`src/rtl/vga_sram_scanout.sv`:
```
// vga_sram_scanout
//   VGA scan-out engine. It generates VGA timing and streams RGB565 pixels from
//   an asynchronous external SRAM straight to the DAC, with no CPU in the path.
//   The frame base is latched once per frame, so software can flip pages.
//   Each source pixel can be replicated 2^SCALE_SHIFT times in x and y.
//   bus_free tells the Nios side when it may use the SRAM (during blanking).
//
// Ports
//   CLOCK_50, reset        system clock; asynchronous active-high reset
//   enable                 1 = fetch and display; 0 = black output, syncs keep running
//   fb_base                base word address of the next frame
//   SRAM_ADDR/DQ           read address / read data {R5,G6,B5}
//   SRAM_CE_N/OE_N         low only while fetching; WE_N=1, UB_N=LB_N=0 tied
//   VGA_CLK                pixel clock, rises mid-period
//   VGA_HS/VS/BLANK_N      syncs and blanking, aligned with the colour outputs
//   VGA_SYNC_N             tied 0
//   VGA_R/G/B              8-bit colour
//   bus_free               1 while the engine is not driving the SRAM
//   frame_start            one-cycle pulse when a new frame begins
module vga_sram_scanout #(
  parameter int H_ACTIVE    = 640,
  parameter int H_FP        = 16,
  parameter int H_SYNC      = 96,
  parameter int H_BP        = 48,
  parameter int V_ACTIVE    = 480,
  parameter int V_FP        = 10,
  parameter int V_SYNC      = 2,
  parameter int V_BP        = 33,
  parameter int HS_POL      = 0,
  parameter int VS_POL      = 0,
  parameter int PIX_DIV     = 2,
  parameter int SCALE_SHIFT = 0,
  parameter int ADDR_W      = 20,
  parameter int BASE_ADDR   = 0
) (
  input  logic              CLOCK_50,
  input  logic              reset,
  input  logic              enable,
  input  logic [ADDR_W-1:0] fb_base,
  output logic [ADDR_W-1:0] SRAM_ADDR,
  input  logic [15:0]       SRAM_DQ,
  output logic              SRAM_CE_N,
  output logic              SRAM_OE_N,
  output logic              SRAM_WE_N,
  output logic              SRAM_UB_N,
  output logic              SRAM_LB_N,
  output logic              VGA_CLK,
  output logic              VGA_HS,
  output logic              VGA_VS,
  output logic              VGA_BLANK_N,
  output logic              VGA_SYNC_N,
  output logic [7:0]        VGA_R,
  output logic [7:0]        VGA_G,
  output logic [7:0]        VGA_B,
  output logic              bus_free,
  output logic              frame_start
);

  localparam int H_TOTAL = H_ACTIVE + H_FP + H_SYNC + H_BP;
  localparam int V_TOTAL = V_ACTIVE + V_FP + V_SYNC + V_BP;
  localparam int HW      = $clog2(H_TOTAL);
  localparam int VW      = $clog2(V_TOTAL);
  localparam int DW      = $clog2(PIX_DIV);

  localparam logic [HW-1:0]     H_ACT_L   = HW'(H_ACTIVE);
  localparam logic [HW-1:0]     H_SS_L    = HW'(H_ACTIVE + H_FP);
  localparam logic [HW-1:0]     H_SE_L    = HW'(H_ACTIVE + H_FP + H_SYNC);
  localparam logic [HW-1:0]     H_LAST    = HW'(H_TOTAL - 1);
  localparam logic [VW-1:0]     V_ACT_L   = VW'(V_ACTIVE);
  localparam logic [VW-1:0]     V_SS_L    = VW'(V_ACTIVE + V_FP);
  localparam logic [VW-1:0]     V_SE_L    = VW'(V_ACTIVE + V_FP + V_SYNC);
  localparam logic [VW-1:0]     V_LAST    = VW'(V_TOTAL - 1);
  localparam logic [DW-1:0]     DIV_LAST  = DW'(PIX_DIV - 1);
  localparam logic [DW-1:0]     DIV_HALF  = DW'(PIX_DIV / 2);
  localparam logic [ADDR_W-1:0] LINE_STEP = ADDR_W'(H_ACTIVE >> SCALE_SHIFT);
  localparam logic [ADDR_W-1:0] BASE_L    = ADDR_W'(BASE_ADDR);
  localparam logic [VW-1:0]     REP_MASK  = VW'((1 << SCALE_SHIFT) - 1);
  localparam logic              HS_ACT    = 1'(HS_POL);
  localparam logic              VS_ACT    = 1'(VS_POL);

  function automatic logic [7:0] expand5(input logic [4:0] c);
    return {c, c[4:2]};
  endfunction

  function automatic logic [7:0] expand6(input logic [5:0] c);
    return {c, c[5:4]};
  endfunction

  logic [DW-1:0]     div_cnt, div_next;
  logic              tick;
  logic              vga_clk_q;
  logic [HW-1:0]     h_p0;
  logic [VW-1:0]     v_p0, v_inc;
  logic [ADDR_W-1:0] line_off_p0, base_q, base_sel, addr_next;
  logic              vld_p0, hs_p0, vs_p0, frame_p0, fetch_p0;
  logic              vld_p1, en_p1, hs_p1, vs_p1, ce_n_p1;
  logic [ADDR_W-1:0] addr_p1;
  logic              vld_p2, hs_p2, vs_p2;
  logic [7:0]        r_p2, g_p2, b_p2;

  // Pixel tick divider; VGA_CLK is high for the second half of each tick period
  always_comb begin
    tick     = (div_cnt == DIV_LAST);
    div_next = tick ? '0 : div_cnt + 1'b1;
  end

  always_ff @(posedge CLOCK_50 or posedge reset) begin
    if (reset) begin
      div_cnt   <= '0;
      vga_clk_q <= 1'b0;
    end else begin
      div_cnt   <= div_next;
      vga_clk_q <= (div_next >= DIV_HALF);
    end
  end

  // Stage 0: raster counters and decoded timing
  always_comb begin
    v_inc    = v_p0 + 1'b1;
    vld_p0   = (h_p0 < H_ACT_L) && (v_p0 < V_ACT_L);
    hs_p0    = ((h_p0 >= H_SS_L) && (h_p0 < H_SE_L)) ? HS_ACT : ~HS_ACT;
    vs_p0    = ((v_p0 >= V_SS_L) && (v_p0 < V_SE_L)) ? VS_ACT : ~VS_ACT;
    frame_p0 = (h_p0 == '0) && (v_p0 == '0);
    fetch_p0 = vld_p0 & enable;
    // The first pixel of a frame must already use the base being latched on this tick.
    base_sel  = frame_p0 ? fb_base : base_q;
    addr_next = base_sel + line_off_p0 + ADDR_W'(h_p0 >> SCALE_SHIFT);
  end

  always_ff @(posedge CLOCK_50 or posedge reset) begin
    if (reset) begin
      h_p0        <= '0;
      v_p0        <= '0;
      line_off_p0 <= '0;
      base_q      <= BASE_L;
      frame_start <= 1'b0;
    end else begin
      frame_start <= tick && frame_p0;
      if (tick) begin
        if (frame_p0) base_q <= fb_base;
        if (h_p0 == H_LAST) begin
          h_p0 <= '0;
          if (v_p0 == V_LAST) begin
            v_p0        <= '0;
            line_off_p0 <= '0;
          end else begin
            v_p0 <= v_inc;
            // Advance the line offset only when a new source line starts,
            // so each source line repeats 2^SCALE_SHIFT times.
            if ((v_inc & REP_MASK) == '0) line_off_p0 <= line_off_p0 + LINE_STEP;
          end
        end else begin
          h_p0 <= h_p0 + 1'b1;
        end
      end
    end
  end

  // Stage 1: SRAM address and strobes
  always_ff @(posedge CLOCK_50 or posedge reset) begin
    if (reset) begin
      vld_p1   <= 1'b0;
      en_p1    <= 1'b0;
      hs_p1    <= ~HS_ACT;
      vs_p1    <= ~VS_ACT;
      ce_n_p1  <= 1'b1;
      addr_p1  <= '0;
      bus_free <= 1'b1;
    end else if (tick) begin
      vld_p1   <= vld_p0;
      en_p1    <= enable;
      hs_p1    <= hs_p0;
      vs_p1    <= vs_p0;
      ce_n_p1  <= ~fetch_p0;
      addr_p1  <= addr_next;
      bus_free <= ~fetch_p0;
    end
  end

  // Stage 2: capture read data and drive the DAC
  always_ff @(posedge CLOCK_50 or posedge reset) begin
    if (reset) begin
      vld_p2 <= 1'b0;
      hs_p2  <= ~HS_ACT;
      vs_p2  <= ~VS_ACT;
      r_p2   <= '0;
      g_p2   <= '0;
      b_p2   <= '0;
    end else if (tick) begin
      vld_p2 <= vld_p1;
      hs_p2  <= hs_p1;
      vs_p2  <= vs_p1;
      if (vld_p1 && en_p1) begin
        r_p2 <= expand5(SRAM_DQ[15:11]);
        g_p2 <= expand6(SRAM_DQ[10:5]);
        b_p2 <= expand5(SRAM_DQ[4:0]);
      end else begin
        r_p2 <= '0;
        g_p2 <= '0;
        b_p2 <= '0;
      end
    end
  end

  assign SRAM_ADDR   = addr_p1;
  assign SRAM_CE_N   = ce_n_p1;
  assign SRAM_OE_N   = ce_n_p1;
  assign SRAM_WE_N   = 1'b1;
  assign SRAM_UB_N   = 1'b0;
  assign SRAM_LB_N   = 1'b0;
  assign VGA_CLK     = vga_clk_q;
  assign VGA_HS      = hs_p2;
  assign VGA_VS      = vs_p2;
  assign VGA_BLANK_N = vld_p2;
  assign VGA_SYNC_N  = 1'b0;
  assign VGA_R       = r_p2;
  assign VGA_G       = g_p2;
  assign VGA_B       = b_p2;

endmodule

```
`config.mk`:
```
export PLATFORM = sky130hd
export DESIGN_NAME = vga_sram_scanout
export DESIGN_NICKNAME = d
export VERILOG_FILES = /design/src/rtl/vga_sram_scanout.sv
export SDC_FILE = /design/constraint.sdc
export NUM_CORES = 1
export LEC_CHECK = 0
export ABC_AREA = 1
export CAP_MARGIN = 0
export CORE_UTILIZATION = 38
export CTS_CLUSTER_DIAMETER = 100
export DETAILED_ROUTE_END_ITERATION = 16
export PLACE_DENSITY = 0.65
export SYNTH_ARGS = -nofsm -noshare
export SYNTH_HDL_FRONTEND = slang
export SYNTH_SLANG_ARGS = --single-unit
```
`constraint.sdc`:
```
create_clock -name CLOCK_50 -period 4.55 [get_ports CLOCK_50]
set_input_delay 0.91 -clock CLOCK_50 [delete_from_list [all_inputs] [get_ports CLOCK_50]]
set_output_delay 0.91 -clock CLOCK_50 [all_outputs]
set_load 0.005 [all_outputs]
```
* Word-level counts from Yosys, hierarchy flattened
Index checks and enable logic that the tools add are counted.
** Cells by class
- Add/sub/neg operators :: 6
- Order comparisons :: 7
- Eq/ne operators :: 2
- Multiplexer cells :: 10
- Bitwise gates (word level) :: 2
- Reduce and logical (&&, ||, !) cells :: 9
** Operator list (number)
- $mux W20 :: 2
- $mux W8 :: 3
- $add A10 B1 Y10 const B :: 2
- $add A20 B10 Y20 :: 1
- $add A20 B10 Y20 const B :: 1
- $add A20 B20 Y20 :: 1
- $eq A10 B10 Y1 const B :: 2
- $logic_not A10 Y1 :: 2
- $lt A10 B10 Y1 const B :: 2
- $lt A10 B9 Y1 const B :: 2
- $mux W10 :: 2
- $ge A10 B10 Y1 const B :: 1
- $ge A10 B9 Y1 const B :: 1
- $logic_and A1 B1 Y1 :: 6
- $mux W1 :: 3
- $reduce_and A2 Y1 :: 1
- $add A1 B1 Y1 const B :: 1
- $and A1 B1 Y1 :: 1
- $ge A1 B1 Y1 const B :: 1
- $not A1 Y1 :: 1
** Word-level totals
- Flip-flop bits (word level) :: 115

* Logic depth before layout (Yosys ltp)
Gate-level depths: netlist (run 1).
- Depth in word-level cells :: 5
- Gate-level depth with buffers :: 24
- Gate-level depth less buffers :: 23

* Least setup slack after synthesis (run 1)
No wires, ideal clock.
- Path kind :: register to register
- Start :: reg v_p0[0]
- End :: reg addr_p1[10], in the netlist SRAM_ADDR[10]
- Library setup time :: 0.118 ns
- Data arrival time :: 3.193 ns
- Required time :: 4.432 ns
- Slack :: 1.239 ns
- Stages on the path, launching flop included :: 18
- Cell sequence :: dfrtp_1 inv_1 ha_1 inv_1 nor2_1 nand2_1 nor2_1 nand3_1 clkbuf_1 o21ai_0 fa_1 ha_1 a21oi_1 a21boi_0 nand3_1 or2_2 nand3_1 nand2_1
** Between the ends
- Word-level cells in the longest chain between the ends :: 5
** RTL lines
- start, declared :: line 93 : logic [VW-1:0] v_p0, v_inc;
- start signal, assigned :: line 147 : v_p0 <= v_inc;
- $logic_not A10 Y1 :: line 123 : frame_p0 = (h_p0 == '0) && (v_p0 == '0);
- $logic_and A1 B1 Y1 :: line 123
- $mux W20
- net base_sel[9] :: line 94 : logic [ADDR_W-1:0] line_off_p0, base_q, base_sel, addr_next;
- $add A20 B20 Y20 :: line 127 : addr_next = base_sel + line_off_p0 + ADDR_W'(h_p0 >> SCALE_SHIFT);
- $add A20 B10 Y20 :: line 127
- end signal, assigned :: line 175 : addr_p1 <= addr_next;
- end, declared :: line 97 : logic [ADDR_W-1:0] addr_p1;
The timed path passes the listed nets, and every way through them passes these cells.
A chain may end at the register's enable or synchronous reset.

* Final worst setup path (run 1)
- Start :: reg v_p0[1]
- End :: reg addr_p1[10], in the netlist SRAM_ADDR[10]
The elaborated chain is that of the path after synthesis.

==> flow_summary.json, run 1 <==
{
  "seq_area_frac_synth": 0.410,
  "cts_setup_buffers": 0,
  "cp-start-kind": "register",
  "die_height_um": 128,
  "stdcell_count": 1079,
  "rsz0062_at_grt": "false",
  "drt_first_pass_iters": 5,
  "slowest_stage": "fa_1",
  "drive_gt1_frac": 0.0484,
  "syn_to_final_growth_pct": 21.5,
  "crit_top_cell": "nand3_1",
  "clock_sinks": 99,
  "ant_nets": 0,
  "worstPathCellList": "inv_1 -> ha_1 -> inv_1 -> nor2_1 -> nand2_1 -> nor2_1 -> nand3_1 -> buf_4 -> o21ai_0 -> fa_1 -> ha_1 -> a21oi_1 -> a21boi_0 -> nand3_1 -> or2_2 -> nand3_1 -> nand2_1",
  "clock_latency_ns": 0.36,
  "critPathRequiredTime_ns": 4.79,
  "setup_viol": 0,
  "synth.avg_cell_area_um2": 7.64,
  "crit_cells": 17,
  "root_buffer": "clkbuf_16",
  "synthCells": 792,
  "antenna_found_initial": 0,
  "r2r_cells": 17,
  "grtUsageTotal": 0.188,
  "timing.fmax_ghz": 0.262,
  "grt_pass1_vias": 5040,
  "finalWirelength_um": 14100,
  "gr-total-overflow": 0,
  "drc_errors": 0,
  "grt_max_degree": 83,
  "hp-class": "reg -> reg",
  "ctsHoldBuffers": 0,
  "peakVddDrop_mv": 0.179,
  "whs_path_depth": 2,
  "dpl.cell_count": 1063,
  "dpl_cell_area_mm2": 0.00706,
  "finalCriticalPeriod_ns": 3.81,
  "synth_seq_cells": 99,
  "ys_types": 41,
  "cts.clk_slew.worst_paths_ns": 0.07,
  "arrival_ns": 4.06,
  "slew_headroom": 0.333,
  "num_io_pins": 95,
  "htreeDepth": 3,
  "vias": 5265,
  "synth_area_mm2": 0.00605,
  "ctsResizeCount": 0,
  "num_rows": 45,
  "period_share": 0.838,
  "cp_num_buf_inv": 3,
  "clock_skew_ns": 0.00830,
  "cts_tree": "done",
  "wl_per_cell_um": 13.1,
  "leakagePower_nw": 3.59,
  "grt_pass1_wl_um": 24400,
  "hold_violations": 0,
  "status": "completed",
  "critPathMaxFanout": 21,
  "hpwl_um": 10600,
  "final_cell_area_mm2": 0.00735,
  "clockBufferDepth": 2,
  "place.gp.congestion": 0.904,
  "dieWidth_um": 128,
  "drtIter0Drc": 361,
  "criticalPathCategory": "reg -> reg",
  "max_cap_viol_count": 0,
  "end_kind": "register",
  "nNetsFinal": 945,
  "final.setup.tns_ns": 0,
  "tightest_slew_ns": 1.00,
  "yosysWarnings": 0,
  "cts_made_buffers": 9,
  "avgViaCountPerCell": 4.88,
  "start_util": 0.394,
  "core-area_mm2": 0.0154,
  "cellPowerDensity_mw_per_mm2": 257,
  "antennaDiodeCount": 0,
  "crit_family": "adder cells",
  "cpPeakStageDelay_ns": 0.49,
  "die-area_mm2": 0.0164,
  "portBuffers": 90,
  "drv_slew": 0
}
[per-stage QoR]
| stage | power, mW | setup slack [ns] | utilization | hold WS [ns] |
|---|---|---|---|---|
| after detailed placement | 1.15 | 0.654 | 0.460 | 0.462 |
| after global routing | 1.98 | 0.332 | 0.478 | 0.504 |
| after CTS | 1.92 | 0.688 | 0.478 | 0.480 |
| final | 1.89 | 0.738 | 0.478 | 0.474 |
| after global placement | 1.15 | 0.721 | 0.460 | 0.458 |
| after floorplan | 1.04 | 1.06 | - | 0.448 |
[synth_stat cells]
cell        n  area (um^2)
buf_4      14          105
o211ai_1    1         7.51
a21o_1      1         7.51
inv_1      89          334
fa_1        4         80.1
o21ai_0    90          450
and3_1      2         12.5
buf_2       3         15.0
nor3b_1     1         7.51
nand3_2     3         30.0
nor2_2      2         12.5
dfstp_2     5          131
xnor2_1     3         26.3
buf_6       1         11.3
clkbuf_1   16         60.1
nor2_4      2         22.5
nand4_1    22          138
dfrtp_1    94         2350
o21bai_1    2         15.0
or2_2       4         25.0
nor2_1     48          180
xor2_1     10         87.6
conb_1      2         7.51
buf_1       3         11.3
nand2_1   220          826
a21boi_0    1         7.51
nor3_1     21          105
a22oi_1     1         7.51
o21a_1      4         30.0
and2_1      3         18.8
nor3b_2     1         12.5
ha_1       39          488
a21oi_1    28          140
a31oi_1     3         18.8
nand3_1    39          195
nand4_2     1         12.5
nor3_2      1         10.0
nor4_1      3         18.8
inv_2       1         3.75
nand3b_1    3         22.5
nor2b_1     1         6.26
[per-layer routing]
layer | vias up | part of all wire | global-route usage
met2 | 111 | 0.46 | 0.301
met3 | 18 | 0.045 | 0.0342
li1 | 2712 | - | -
met5 | - | 0 | 0
met4 | 0 | 0.020 | 0.0713
met1 | 2424 | 0.48 | 0.251
[layout by cell type, fill, tap and decap left out, types with 2 or more instances in the layout]
cell type,Yosys,routed
a21oi_1,28,28
a31oi_1,3,3
and2_1,3,3
and3_1,2,2
buf_4,14,5
clkbuf_16,0,9
clkdlybuf4s50_1,0,90
clkinvlp_4,0,2
conb_1,2,4
dfrtp_1,94,94
dfstp_2,5,5
fa_1,4,4
ha_1,39,39
inv_1,89,88
inv_6,0,3
inv_8,0,2
nand2_1,220,220
nand3_1,39,39
nand3_2,3,3
nand3b_1,3,3
nand4_1,22,22
nor2_1,48,48
nor2_2,2,2
nor2_4,2,2
nor3_1,21,21
nor4_1,3,3
o21a_1,4,4
o21ai_0,90,90
o21bai_1,2,2
or2_2,4,4
xnor2_1,3,3
xor2_1,10,10
[tightest hold or removal path, stage by stage, from the launching register on]
cell and delay (ns):
dfrtp_1 0.35, nand2_1 0.05, nand2_1 0.04
[sequential cells by signal, indices dropped and copies added, names as in the netlist]
name	cells
SRAM_ADDR	20
SRAM_CE_N	1
VGA_B	5
VGA_BLANK_N	1
VGA_G	6
VGA_HS	1
VGA_R	5
VGA_VS	1
base_q	20
div_cnt	1
en_p1	1
frame_start	1
h_p0	10
hs_p1	1
line_off_p0	13
v_p0	10
vld_p1	1
vs_p1	1
[where the power goes]
group | total (mW) | internal [mW] | switching (mW)
registers | 0.932 | 0.912 | 0.0197
logic | 0.202 | 0.109 | 0.0929
clock network | 0.758 | 0.385 | 0.374
[final timing paths]
| kind | from | to | slack [ns] |
|---|---|---|---|
| worst max-delay path | v_p0[1] | SRAM_ADDR[10] | 0.74 |
| worst min-delay path | SRAM_ADDR[2] | SRAM_ADDR[2] | 0.47 |
| worst max register to register | v_p0[1] | SRAM_ADDR[10] | 0.74 |
| worst min register to register | SRAM_ADDR[2] | SRAM_ADDR[2] | 0.47 |
| max in group asynchronous | reset | line_off_p0[9] | 2.55 |
| min in group asynchronous | reset | VGA_B[6] | 1.15 |
[area by class of cell]
| class | count | area (um^2) |
|---|---|---|
| clock buffer | 9 | 225 |
| multi-input combinational | 568 | 3040 |
| clock inverter | 7 | 63.8 |
| inverter | 90 | 340 |
| tap | 211 | 264 |
| fill | 1525 | 8020 |
| sequential | 99 | 2480 |
| timing repair buffer | 95 | 938 |
[logic make-up (layout without fill, tap and decap cells)]
| logic type | after synthesis | count (layout) | share of synthesized area |
|---|---|---|---|
| compound gates | 131 | 131 | 0.113 |
| xor+xnor | 13 | 13 | 0.0188 |
| fa+ha+maj | 43 | 43 | 0.0938 |
| buf+inv | 127 | 201 | 0.0893 |
| flops | 99 | 99 | 0.410 |
| other cells | 2 | 4 | 0.00124 |
| simple gates | 377 | 377 | 0.273 |
Power figures use the tool's default switching activity.
==> run 2, diff against run 1 <==
clock period = 3.9 ns   (was 4.55 ns; I/O delays follow)
==> run 2 against run 1 <==
Utilization increased by 0.50 points; register-to-register slack got worse by 0.45 ns; critical path depth increased by 2.
==> flow_summary.json, run 2 (synthesis results as in run 1) <==
{
  "grt_pass1_wl_um": 23900,
  "critPathMaxFanout": 13,
  "die-area_mm2": 0.0164,
  "syn_to_final_growth_pct": 22.7,
  "clock_sinks": 99,
  "dp_slack_ns": 0.131,
  "peakVddDrop_mv": 0.219,
  "num_rows": 45,
  "gr-total-overflow": 0,
  "setup_viol": 0,
  "setup_ws_ns": 0.289,
  "hold_slack_ns": 0.472,
  "regToRegStartpoint": "v_p0[0]",
  "whs_path_depth": 2,
  "final_cell_mix": "220 x nand2_1, 94 x dfrtp_1, 90 x clkdlybuf4s50_1",
  "rsz0062_at_grt": "true",
  "period_share": 0.926,
  "finalCriticalPeriod_ns": 3.61,
  "die_height_um": 128,
  "start_util": 0.394,
  "antennaDiodeCount": 0,
  "core-area_mm2": 0.0154,
  "vias": 5291,
  "drv_slew": 0,
  "grtUsageTotal": 0.186,
  "nNetsFinal": 952,
  "critPathRequiredTime_ns": 4.15,
  "reg2reg_setup_slack_ns": 0.29,
  "r2r_cells": 19,
  "cts.clk_slew.worst_paths_ns": 0.08,
  "avgViaCountPerCell": 4.87,
  "hp-class": "reg -> reg",
  "dpl_cell_area_mm2": 0.00713,
  "num_io_pins": 95,
  "end_kind": "register",
  "clock_latency_ns": 0.36,
  "cts_tree": "done",
  "antenna_found_initial": 0,
  "final.setup.tns_ns": 0,
  "drive_gt1_frac": 0.0583,
  "arrival_ns": 3.86,
  "cp-start-kind": "register",
  "grt_pass1_vias": 4872,
  "tightest_slew_ns": 0.658,
  "dieWidth_um": 128,
  "finalWirelength_um": 14300,
  "root_buffer": "clkbuf_16",
  "wl_per_cell_um": 13.2,
  "cellPowerDensity_mw_per_mm2": 297,
  "max_cap_viol_count": 0,
  "criticalPathCategory": "reg -> reg",
  "final_common_cell": "nand2_1",
  "clockBufferDepth": 2,
  "r2r-end": "SRAM_ADDR[18]",
  "final_cell_area_mm2": 0.00743,
  "timing.fmax_ghz": 0.277,
  "leakagePower_nw": 3.63,
  "cts_made_buffers": 9,
  "grt_max_degree": 52,
  "slew_headroom": 0.562,
  "drt_first_pass_iters": 4,
  "crit_start": "v_p0[0]",
  "hpwl_um": 10800,
  "endpoint": "SRAM_ADDR[18]",
  "ant_nets": 0,
  "status": "completed",
  "cts_setup_buffers": 0,
  "portBuffers": 90,
  "htreeDepth": 3,
  "drtIter0Drc": 291,
  "hold_violations": 0,
  "p_total_mw": 2.21,
  "drc_errors": 0,
  "clock_skew_ns": 0.0160,
  "place.gp.congestion": 0.897
}
==> run 2: worst max-delay path, stage by stage (launching register included) <==
cell	delay, ns
dfrtp_1	0.43
inv_1	0.10
ha_1	0.15
inv_1	0.05
nor2_1	0.16
nand2_1	0.10
nor2_1	0.29
nand3_4	0.21
buf_4	0.22
o21ai_0	0.16
ha_1	0.26
ha_1	0.38
nand2_1	0.11
nor2_1	0.16
nor2b_1	0.24
nand4_1	0.19
nand3_1	0.13
nand2_1	0.05
nand3_1	0.06
nand2_1	0.05
==> run 2: repair_timing <==
item,in CTS,in global routing
gates resized for setup,0,9
endpoints found under the setup margin,0,10
hold buffers,0,0
==> run 2: how the worst min path moves through the flow <==
stage,from,endpoint
floorplan,vs_p1,VGA_VS
global placement,SRAM_ADDR[1],SRAM_ADDR[1]
detailed placement,SRAM_ADDR[1],SRAM_ADDR[1]
CTS,SRAM_ADDR[1],SRAM_ADDR[1]
global route,SRAM_ADDR[1],SRAM_ADDR[1]
finish,SRAM_ADDR[0],SRAM_ADDR[0]
==> run 2: per-layer routing <==
layer | global-route usage | wire, um
met1 | 0.246 | 6790
met2 | 0.299 | 6530
met3 | 0.0326 | 690
met4 | 0.0761 | 289
met5 | 0 | 0
==> run 2: final cells by class <==
| cell class | count | area (um^2) |
|---|---|---|
| Fill cell | 1530 | 7940 |
| Multi-Input combinational cell | 568 | 3050 |
| Sequential cell | 99 | 2480 |
| Timing Repair Buffer | 102 | 1000 |
| Inverter | 90 | 340 |
| Tap cell | 211 | 264 |
| Clock buffer | 10 | 229 |
| Clock inverter | 6 | 56.3 |
==> run 2: stage by stage <==
step,instances,util
5_1_grt,1086,0.483
3_3_place_gp,1070,0.464
6_report,1086,0.483
3_5_place_dp,1070,0.464
2_1_floorplan,794,-
4_1_cts,1086,0.482
==> run 2: power by group <==
part	internal (mW)	switching, mW
combinational	0.130	0.109
clock	0.447	0.434
sequential	1.06	0.0235
total	1.64	0.567
==> run 3, diff against run 2 <==
GPL_ROUTABILITY_DRIVEN = 1   (was unset)
HOLD_SLACK_MARGIN = 0.08   (was unset)
==> results of run 3 <==
No change in the layout: final DEF, timing and power equal those of run 2.
==> patch (config.mk and constraints of run 2) <==
The parameter `HS_POL` goes from 0 to 1.
--- a/src/rtl/vga_sram_scanout.sv
+++ b/src/rtl/vga_sram_scanout.sv
@@ -28,3 +28,3 @@
   parameter int V_BP        = 33,
-  parameter int HS_POL      = 0,
+  parameter int HS_POL      = 1,
   parameter int VS_POL      = 0,
Behaviour: not the same (Yosys sat finds a counterexample within 4 cycles, from zero or initial values and one cycle with reset high).
==> patch against run 2 <==
- area after synthesis up 0.35%
- wire length grew 1.9%
- sequential cell count did not move
- total power grew 6.1%
- setup slack improved by 23 ps
- clock power rose by 16%
- cell area up 0.47%
- first-iteration DRC count is 29% higher
==> patch: results <==
group,metric,value,unit
pwr,p_switching,527,µW
cells_and_area,fillers,1570,
synth,ys_top_cells_by_area,"dfrtp_1, nand2_1, ha_1, inv_1, nand3_1",
place,dp_slack,284,ps
cells_and_area,multi_input_cells,575,
sta,finClkSkew,10.7,ps
synth,synth_compound_area_share,10.7,%
cells_and_area,non_clock_inverter_count,99,
synth,synthXorXnorAreaFrac,1.73,%
global_routing,use_met1,25.3,%
run_status,outcome,"completed",
worst_setup_path,worst_r2r_path_depth,16,
sta,relSlewSlack,47.3,%
cells_and_area,final_nets,962,
synth,synth_cell_types,42,
pwr,leakage,0.00369,µW
synth,synth_fa_ha_area_share,9.35,%
route,viasPerCell,4.92,
worst_setup_path,path_delay_family,"adder cells",
cells_and_area,layout-drive-gt1-share,5.32,%
global_routing,grt_pass1_wl,24700,µm
sta,period_needed,3590,ps
cells_and_area,sh_seq_area,33.2,%
route,drt_pre_antenna_iters,5,
synth,syn-instance-count,805,
cells_and_area,final-clk-cell-share,4.44,%
cells_and_area,area_growth,22.9,%
synth,netlist_area,6070,µm²
worst_setup_path,cpPeakStageDelay,480,ps
worst_setup_path,rr_endpoint,"SRAM_ADDR[14]$_DFFE_PP0P_",
cells_and_area,multi_input_area,3060,µm²
hold_path,holdPathEnd,"VGA_VS$_DFFE_PP1P_",
worst_setup_path,cp_slowest_cell,"fa_1",
route,wl_met2,6630,µm
global_routing,grt_max_degree,56,
[patch: cell types whose count changed after synthesis, moves of 4 or more]
cell / run 2 / this run
o21a_1: 4 / 0
o21ai_0: 90 / 35
nand3_1: 39 / 46
nand4_1: 22 / 14
o21ai_1: 0 / 44
nor2_1: 48 / 60
nor3_1: 21 / 25
inv_1: 89 / 95
[patch: kinds of logic (layout without fill, tap and decap cells)]
| kind of cell | count (synthesis) | in the layout |
|---|---|---|
| compound gates | 123 | 123 |
| xor+xnor | 12 | 12 |
| fa+ha+maj | 43 | 43 |
| buf+inv | 133 | 210 |
| flops | 99 | 99 |
| other cells | 2 | 4 |
| simple gates | 393 | 393 |
[patch: power groups by stage]
| stage | sequential, µW | combinational (µW) | clock, µW |
|---|---|---|---|
| 2_1_floorplan | 1100 | 115 | 0 |
| 3_3_place_gp | 1110 | 240 | 0 |
| 3_5_place_dp | 1110 | 241 | 0 |
| 4_1_cts | 1090 | 243 | 1030 |
| 5_1_grt | 1090 | 271 | 1080 |
| 6_report | 1090 | 238 | 1020 |
